[src/rtl/fetch_unit.sv]
// ============================================================================
// fetch_unit
// ----------------------------------------------------------------------------
// Instruction fetch stage in front of a single-cycle core. It drives a
// synchronous instruction memory with a read latency of one cycle. Returned
// words go into a small show-ahead prefetch FIFO. The core takes each
// instruction together with its PC through a valid/ready handshake. A redirect
// pulse flushes the FIFO, drops the response that is still in flight and
// restarts fetch at the new PC.
//
// Parameters
//   DEPTH     prefetch FIFO entries (power of two, >= 2)
//   ADDR_W    IMEM word-address width
//   RESET_PC  first fetch PC after reset (word aligned)
//
// Ports
//   CLK          clock, rising edge
//   RST          asynchronous active-high reset
//   imem_req     fetch request issued this cycle
//   imem_addr    word address of the request (fpc[ADDR_W+1:2])
//   imem_rdata   instruction word, valid one cycle after imem_req
//   redirect     single-cycle flush/restart pulse
//   redirect_pc  restart PC, bits [1:0] ignored
//   inst_valid   FIFO head holds a valid instruction
//   inst         head instruction word
//   inst_pc      PC of the head instruction
//   inst_ready   core accepts the head this cycle
//
// Optional build macro: FETCH_STATS_EN
//   When defined, the block adds two 32-bit wrapping counters:
//   stat_fetched   counts FIFO pushes
//   stat_squashed  counts responses and FIFO entries discarded by redirects
// ============================================================================
module fetch_unit #(
    parameter int          DEPTH    = 4,
    parameter int          ADDR_W   = 10,
    parameter logic [31:0] RESET_PC = 32'h0000_0000
) (
    input  logic              CLK,
    input  logic              RST,
    output logic              imem_req,
    output logic [ADDR_W-1:0] imem_addr,
    input  logic [31:0]       imem_rdata,
    input  logic              redirect,
    input  logic [31:0]       redirect_pc,
    output logic              inst_valid,
    output logic [31:0]       inst,
    output logic [31:0]       inst_pc,
    input  logic              inst_ready
`ifdef FETCH_STATS_EN
    ,
    output logic [31:0]       stat_fetched,
    output logic [31:0]       stat_squashed
`endif
);

    localparam int PTR_W = $clog2(DEPTH);
    localparam int CNT_W = PTR_W + 1;

    // ------------------------------------------------------------------
    // State
    // ------------------------------------------------------------------
    logic [31:0]      r_fpc;
    logic             r_infl;
    logic [31:0]      r_infl_pc;
    logic [CNT_W-1:0] r_count;
    logic [PTR_W-1:0] r_head;
    logic [PTR_W-1:0] r_tail;
    logic [31:0]      r_mem_inst [DEPTH];
    logic [31:0]      r_mem_pc   [DEPTH];

    // ------------------------------------------------------------------
    // Control
    // ------------------------------------------------------------------
    logic [CNT_W:0]   w_level;
    logic             w_issue;
    logic             w_push;
    logic             w_pop;
    logic [31:0]      w_redirect_pc;
    logic             w_unused_ok;

    // Reserved slots: the buffered entries plus the response still on its
    // way. A request is issued only when a slot is guaranteed, so the FIFO
    // cannot overflow and no back-pressure on IMEM is needed.
    assign w_level = {1'b0, r_count} + {{CNT_W{1'b0}}, r_infl};

    // RST is included so that no request is seen while reset is held, even
    // though the empty state alone would otherwise allow an issue.
    assign w_issue = !RST && !redirect && (w_level < (CNT_W+1)'(DEPTH));

    // Redirect wins: the response and the pop in that cycle are both dropped.
    assign w_push  = r_infl && !redirect;
    assign w_pop   = inst_valid && inst_ready && !redirect;

    assign w_redirect_pc = {redirect_pc[31:2], 2'b00};
    assign w_unused_ok   = &{1'b0, redirect_pc[1:0]};

    assign imem_req   = w_issue;
    assign imem_addr  = r_fpc[ADDR_W+1:2];
    assign inst_valid = (r_count != '0);
    assign inst       = r_mem_inst[r_head];
    assign inst_pc    = r_mem_pc[r_head];

    // ------------------------------------------------------------------
    // Fetch PC and in-flight tracking
    // ------------------------------------------------------------------
    always_ff @(posedge CLK or posedge RST) begin
        if (RST) begin
            r_fpc     <= RESET_PC;
            r_infl    <= 1'b0;
            r_infl_pc <= 32'h0;
        end else if (redirect) begin
            r_fpc  <= w_redirect_pc;
            r_infl <= 1'b0;
        end else begin
            r_infl <= w_issue;
            if (w_issue) begin
                r_infl_pc <= r_fpc;
                r_fpc     <= r_fpc + 32'd4;
            end
        end
    end

    // ------------------------------------------------------------------
    // FIFO pointers and occupancy
    // ------------------------------------------------------------------
    always_ff @(posedge CLK or posedge RST) begin
        if (RST) begin
            r_head  <= '0;
            r_tail  <= '0;
            r_count <= '0;
        end else if (redirect) begin
            r_head  <= '0;
            r_tail  <= '0;
            r_count <= '0;
        end else begin
            if (w_push) begin
                r_tail <= r_tail + 1'b1;
            end
            if (w_pop) begin
                r_head <= r_head + 1'b1;
            end
            case ({w_push, w_pop})
                2'b10:   r_count <= r_count + 1'b1;
                2'b01:   r_count <= r_count - 1'b1;
                default: r_count <= r_count;
            endcase
        end
    end

    // ------------------------------------------------------------------
    // FIFO storage: each entry has its own write enable decoded from the
    // tail pointer. Entries clear on reset so the head reads as zero.
    // ------------------------------------------------------------------
    generate
        for (genvar gi = 0; gi < DEPTH; gi++) begin : g_entry
            always_ff @(posedge CLK or posedge RST) begin
                if (RST) begin
                    r_mem_inst[gi] <= 32'h0;
                    r_mem_pc[gi]   <= 32'h0;
                end else if (w_push && (r_tail == PTR_W'(gi))) begin
                    r_mem_inst[gi] <= imem_rdata;
                    r_mem_pc[gi]   <= r_infl_pc;
                end
            end
        end
    endgenerate

`ifdef FETCH_STATS_EN
    // ------------------------------------------------------------------
    // Statistics counters (wrap on overflow)
    // ------------------------------------------------------------------
    logic [31:0] r_stat_fetched;
    logic [31:0] r_stat_squashed;

    always_ff @(posedge CLK or posedge RST) begin
        if (RST) begin
            r_stat_fetched  <= 32'h0;
            r_stat_squashed <= 32'h0;
        end else begin
            if (w_push) begin
                r_stat_fetched <= r_stat_fetched + 32'd1;
            end
            // A redirect throws away every buffered entry plus the response
            // arriving in the same cycle.
            if (redirect) begin
                r_stat_squashed <= r_stat_squashed + 32'(r_count) + 32'(r_infl);
            end
        end
    end

    assign stat_fetched  = r_stat_fetched;
    assign stat_squashed = r_stat_squashed;
`endif

endmodule

[config.mk]
export PLATFORM = sky130hd
export DESIGN_NAME = fetch_unit
export DESIGN_NICKNAME = d
export VERILOG_FILES = /design/src/rtl/fetch_unit.sv
export SDC_FILE = /design/constraint.sdc
export NUM_CORES = 1
export LEC_CHECK = 0
export ABC_CLOCK_PERIOD_IN_PS = 24800
export CORE_MARGIN = 3
export CORE_UTILIZATION = 25
export DETAILED_ROUTE_END_ITERATION = 12
export PLACE_DENSITY = 0.38
export SYNTH_ARGS = -nofsm -noshare
export SYNTH_HDL_FRONTEND = slang
export SYNTH_SLANG_ARGS = --single-unit
[constraint.sdc]
create_clock -name CLK -period 24.8 [get_ports CLK]
set_input_delay 3.72 -clock CLK [delete_from_list [all_inputs] [get_ports CLK]]
set_output_delay 3.72 -clock CLK [all_outputs]
set_load 0.02 [all_outputs]
==> parameters.txt <==
Parameter                              Value

Run status
  Status    complete, no violations

Clock network
  Bufs on Longest Clock Path    3
  Hold-fix buffers at CTS    0
  Clock insertion delay at the later pin of the skew report    about 550 ps
  Quantity of gates resized following cts    0
  Register clock-pin slew on the reported worst setup and hold paths    around 50 ps
  Number of levels the H-tree was split into    2
  Clock tree from TritonCTS    done
  Number of CTS-inserted buffers    40
  Root cell of the clock tree    sky130_fd_sc_hd__clkbuf_16
  Setup Buffers After CTS    0
  Clock sink count    316

Drt
  Remaining antenna violation count    0
  Routed wire per std cell    around 20 um
  Iteration-0 DRC count of the detailed router    465
  Aggregate routed wire length    approximately 38 mm
  Total number of vias    around 8.6k
  Detailed route wirelength on metal3    around 1.6 mm
  DRT met1 WL    around 18 mm
  Max Used Layer    met4
  Post-route DRC    0
  Amount of wire on met2 after detailed routing    roughly 18 mm
  First-pass iteration count of the detailed router    5
  Number of vias per cell after detailed routing    4.52

Die
  Die width    between 200 and 250 um
  Core area    between 50,000 and 60,000 sq um
  Die Outline Area    a little under 60,000 sq um
  Top Ports    between 100 and 150
  Std-Cell Rows    86
  Initial standard-cell utilization of the core    25.4%
  Chip Height    244 um

Layout
  Post-layout util    between 30% and 40%
  Area used by multi-input combinational logic    5850 sq um
  Fraction of final layout cells sized beyond drive strength 1    35.2%
  Final Non-Filler Cells    roughly 1.9k
  Sequential cell area    roughly 7900 sq um
  Count of inserted antenna diode cells    0
  Layout overhead on the synthesized area    24.1%
  Number of fillers in the final layout    roughly 5.6k
  Finished Cell Area    17,500 sq um
  Final net count    between 1k and 1.5k

Synth
  Combined area of all synthesized cells    14,100 sq um
  Average cell area after synthesis    14.2 sq um
  Sequential fraction of the synthesis area    ~56%
  Number of enable-type register cells in the synthesized netlist    0
  Most frequently used flop master after synthesis    sky130_fd_sc_hd__dfrtp_1
  Gate count after technology mapping    998
  Async set-or-reset flop fraction in the synthesized netlist    100%
  Synthesis warning total    0
  Number of unique standard cell types used by synthesis    56
  Number of synthesized register bits    316

Pwr
  Flop pwr share    39.1%
  Combinational Power Share    between 30 and 40%
  Net switching component of the power    0.645 mW
  Internal power summed over all cells    1.39 mW
  Overall power    2.03 mW
  Pwr dens    between 100 and 150 nW/um^2
  Static leakage    approximately 7.9 nW
  Worst VDD drop    0.0421 mV
  Switching power as a share of total power    31.8%
  Proportion of power drawn by the clock network    roughly 28%

Setup path
  Terminus of the critical flop-to-flop path    r_fpc[10]
  Crit path arrival time    between 5000 and 6000 ps
  Reg-to-reg setup timing slack    ~21,000 ps
  Sort of element at the start of the critical path    input port
  Highest net fanout along the worst path    57
  Critical Path End Type    output pin
  Worst setup path category    in -> out
  Worst setup path endpoint    imem_req
  Cell depth of the worst flop-to-flop path    9
  Required time at the endpoint of the critical path    21,080 ps
  Beginning of the critical path    RST
  Launch point of the worst reg-to-reg path    r_infl

Placement
  Number of port buffers    139
  Cell area after placement    ~16,000 sq um
  Inst Count DP    1,827
  Routability Congestion    ~0.70
  Hpwl dp    roughly 22 mm
  Worst slack at placement    between 15,000 and 20,000 ps

Global routing
  Global-route wire length before repair    ~60 mm
  Initial antenna violation count    0
  Overall fraction of global-route tracks in use    about 13%
  Pin count of the biggest net entering global routing    between 150 and 200
  Number of global-route vias before repair    9,352
  Remaining global-route overflow    0

Timing
  Setup repair after global routing missed its margin    no
  Setup-violating endpoint count in the final report    0
  Final critical-path setup slack    ~15,000 ps
  Min Tclk post-route    roughly 9600 ps
  Worst hold margin    a little under 500 ps
  Crit share post-route    38.6%
  Actual transition at the worst max-transition pin    about 1100 ps
  Setup TNS after final layout    0 ps
  Hold violation count in the final report    0
  Fmax    ~100 MHz
  Worst setup skew after layout    16.9 ps
  Max-slew violations    0
  Worst slew margin relative to its limit    between 20% and 30%

Hold path
  Worst min-delay path class    reg -> reg

Run
  Number of violations of the max-capacitance limit    0
## worst max-delay path, stage by stage
cell and delay [ps]:
sky130_fd_sc_hd__clkdlybuf4s50_1 650, sky130_fd_sc_hd__nor3_1 130, sky130_fd_sc_hd__nand2_2 80, sky130_fd_sc_hd__buf_4 570, sky130_fd_sc_hd__inv_1 120, sky130_fd_sc_hd__clkdlybuf4s50_1 560
## sequential cells by signal, indices dropped and copies added (netlist names)
name,flops
r_infl_pc,30
r_infl,1
r_mem_inst,128
r_mem_pc,120
r_fpc,30
r_count,3
r_head,2
r_tail,2
## kinds of logic (layout without fill, tap and decap cells)
kind of cell,count (synthesis),in the layout,share of synthesized area [%]
xor gates and xnor gates,8,8,0.496
buffers and inverters,82,232,2.83
muxes,317,317,30.2
DFF,316,316,56.0
AOI/OAI and AO/OA,57,57,2.79
and+or+nand+nor,211,211,7.12
other,1,2,0.0265
adders and majority gates,6,6,0.585
## worst min-delay path by stage
stage,start,end,slack (ps),depth (start not counted)
after global placement,r_mem_inst[34],r_mem_inst[34],480,1
after floorplan,r_mem_inst[32],r_mem_inst[32],470,1
after CTS,r_mem_pc[41],r_mem_pc[41],500,1
final,r_mem_inst[5],r_mem_inst[5],500,1
after global routing,r_mem_inst[45],r_mem_inst[45],500,1
after detailed placement,r_mem_pc[56],r_mem_pc[56],490,1
## synth_stat cells (3+ instances only)
cell                       instances  area, sq um
sky130_fd_sc_hd__nand4_1           8         50.1
sky130_fd_sc_hd__dfrtp_1         316         7910
sky130_fd_sc_hd__buf_4            12         90.1
sky130_fd_sc_hd__a221o_1           4         40.0
sky130_fd_sc_hd__inv_1            10         37.5
sky130_fd_sc_hd__mux2_2          248         2790
sky130_fd_sc_hd__o21ai_0          20          100
sky130_fd_sc_hd__mux2i_1           5         50.1
sky130_fd_sc_hd__nor3_1            5         25.0
sky130_fd_sc_hd__a22oi_1           3         22.5
sky130_fd_sc_hd__nand3_1          20          100
sky130_fd_sc_hd__o311ai_0          4         35.0
sky130_fd_sc_hd__nor2b_1           5         31.3
sky130_fd_sc_hd__xor2_1            5         43.8
sky130_fd_sc_hd__or3_1             3         18.8
sky130_fd_sc_hd__nor2_1           24         90.1
sky130_fd_sc_hd__xnor2_1           3         26.3
sky130_fd_sc_hd__nand2_1         120          450
sky130_fd_sc_hd__o211ai_1          7         52.6
sky130_fd_sc_hd__and3_1            5         31.3
sky130_fd_sc_hd__clkbuf_1         15         56.3
sky130_fd_sc_hd__a31oi_1           4         25.0
sky130_fd_sc_hd__buf_1             7         26.3
sky130_fd_sc_hd__buf_2            37          185
sky130_fd_sc_hd__ha_1              5         62.6
sky130_fd_sc_hd__nand3b_1          4         30.0
sky130_fd_sc_hd__mux4_2           62         1400
## metal layers
| metal | up-vias | global-route usage, % |
|---|---|---|
| met5 | - | 0 |
| met4 | 0 | 3.09 |
| met3 | 43 | 2.98 |
| met2 | 162 | 20.8 |
| met1 | 4492 | 17.9 |
| li1 | 3871 | - |
## final cells by class
type / count / area share, %
sequential: 316 / 45.1
multi-input combinational: 601 / 33.4
timing repair buffer: 151 / 8.49
clock buffer: 56 / 6.63
tap: 748 / 5.34
clock inverter: 14 / 0.728
inverter: 11 / 0.278
## cells in the final DEF, fill, tap and decap left out, drive strengths merged, types with 6 or more instances in the layout
cell and n:
and3 6, buf 13, clkbuf 56, clkdlybuf4s50 138
clkinv 11, dfrtp 316, inv 12, mux2 250
mux4 62, nand2 120, nand3 22, nand4 10
nor2 24, o211ai 7, o21ai 20
## power by group through the flow
stage	logic, mW	registers (mW)	clock network (mW)
final	0.660	0.795	0.576
after global routing	0.710	0.823	0.623
after CTS	0.676	0.798	0.603
after detailed placement	0.675	0.806	0
after global placement	0.669	0.806	0
after floorplan	0.454	0.741	0
No activity file was read; power rests on OpenSTA's default activity.
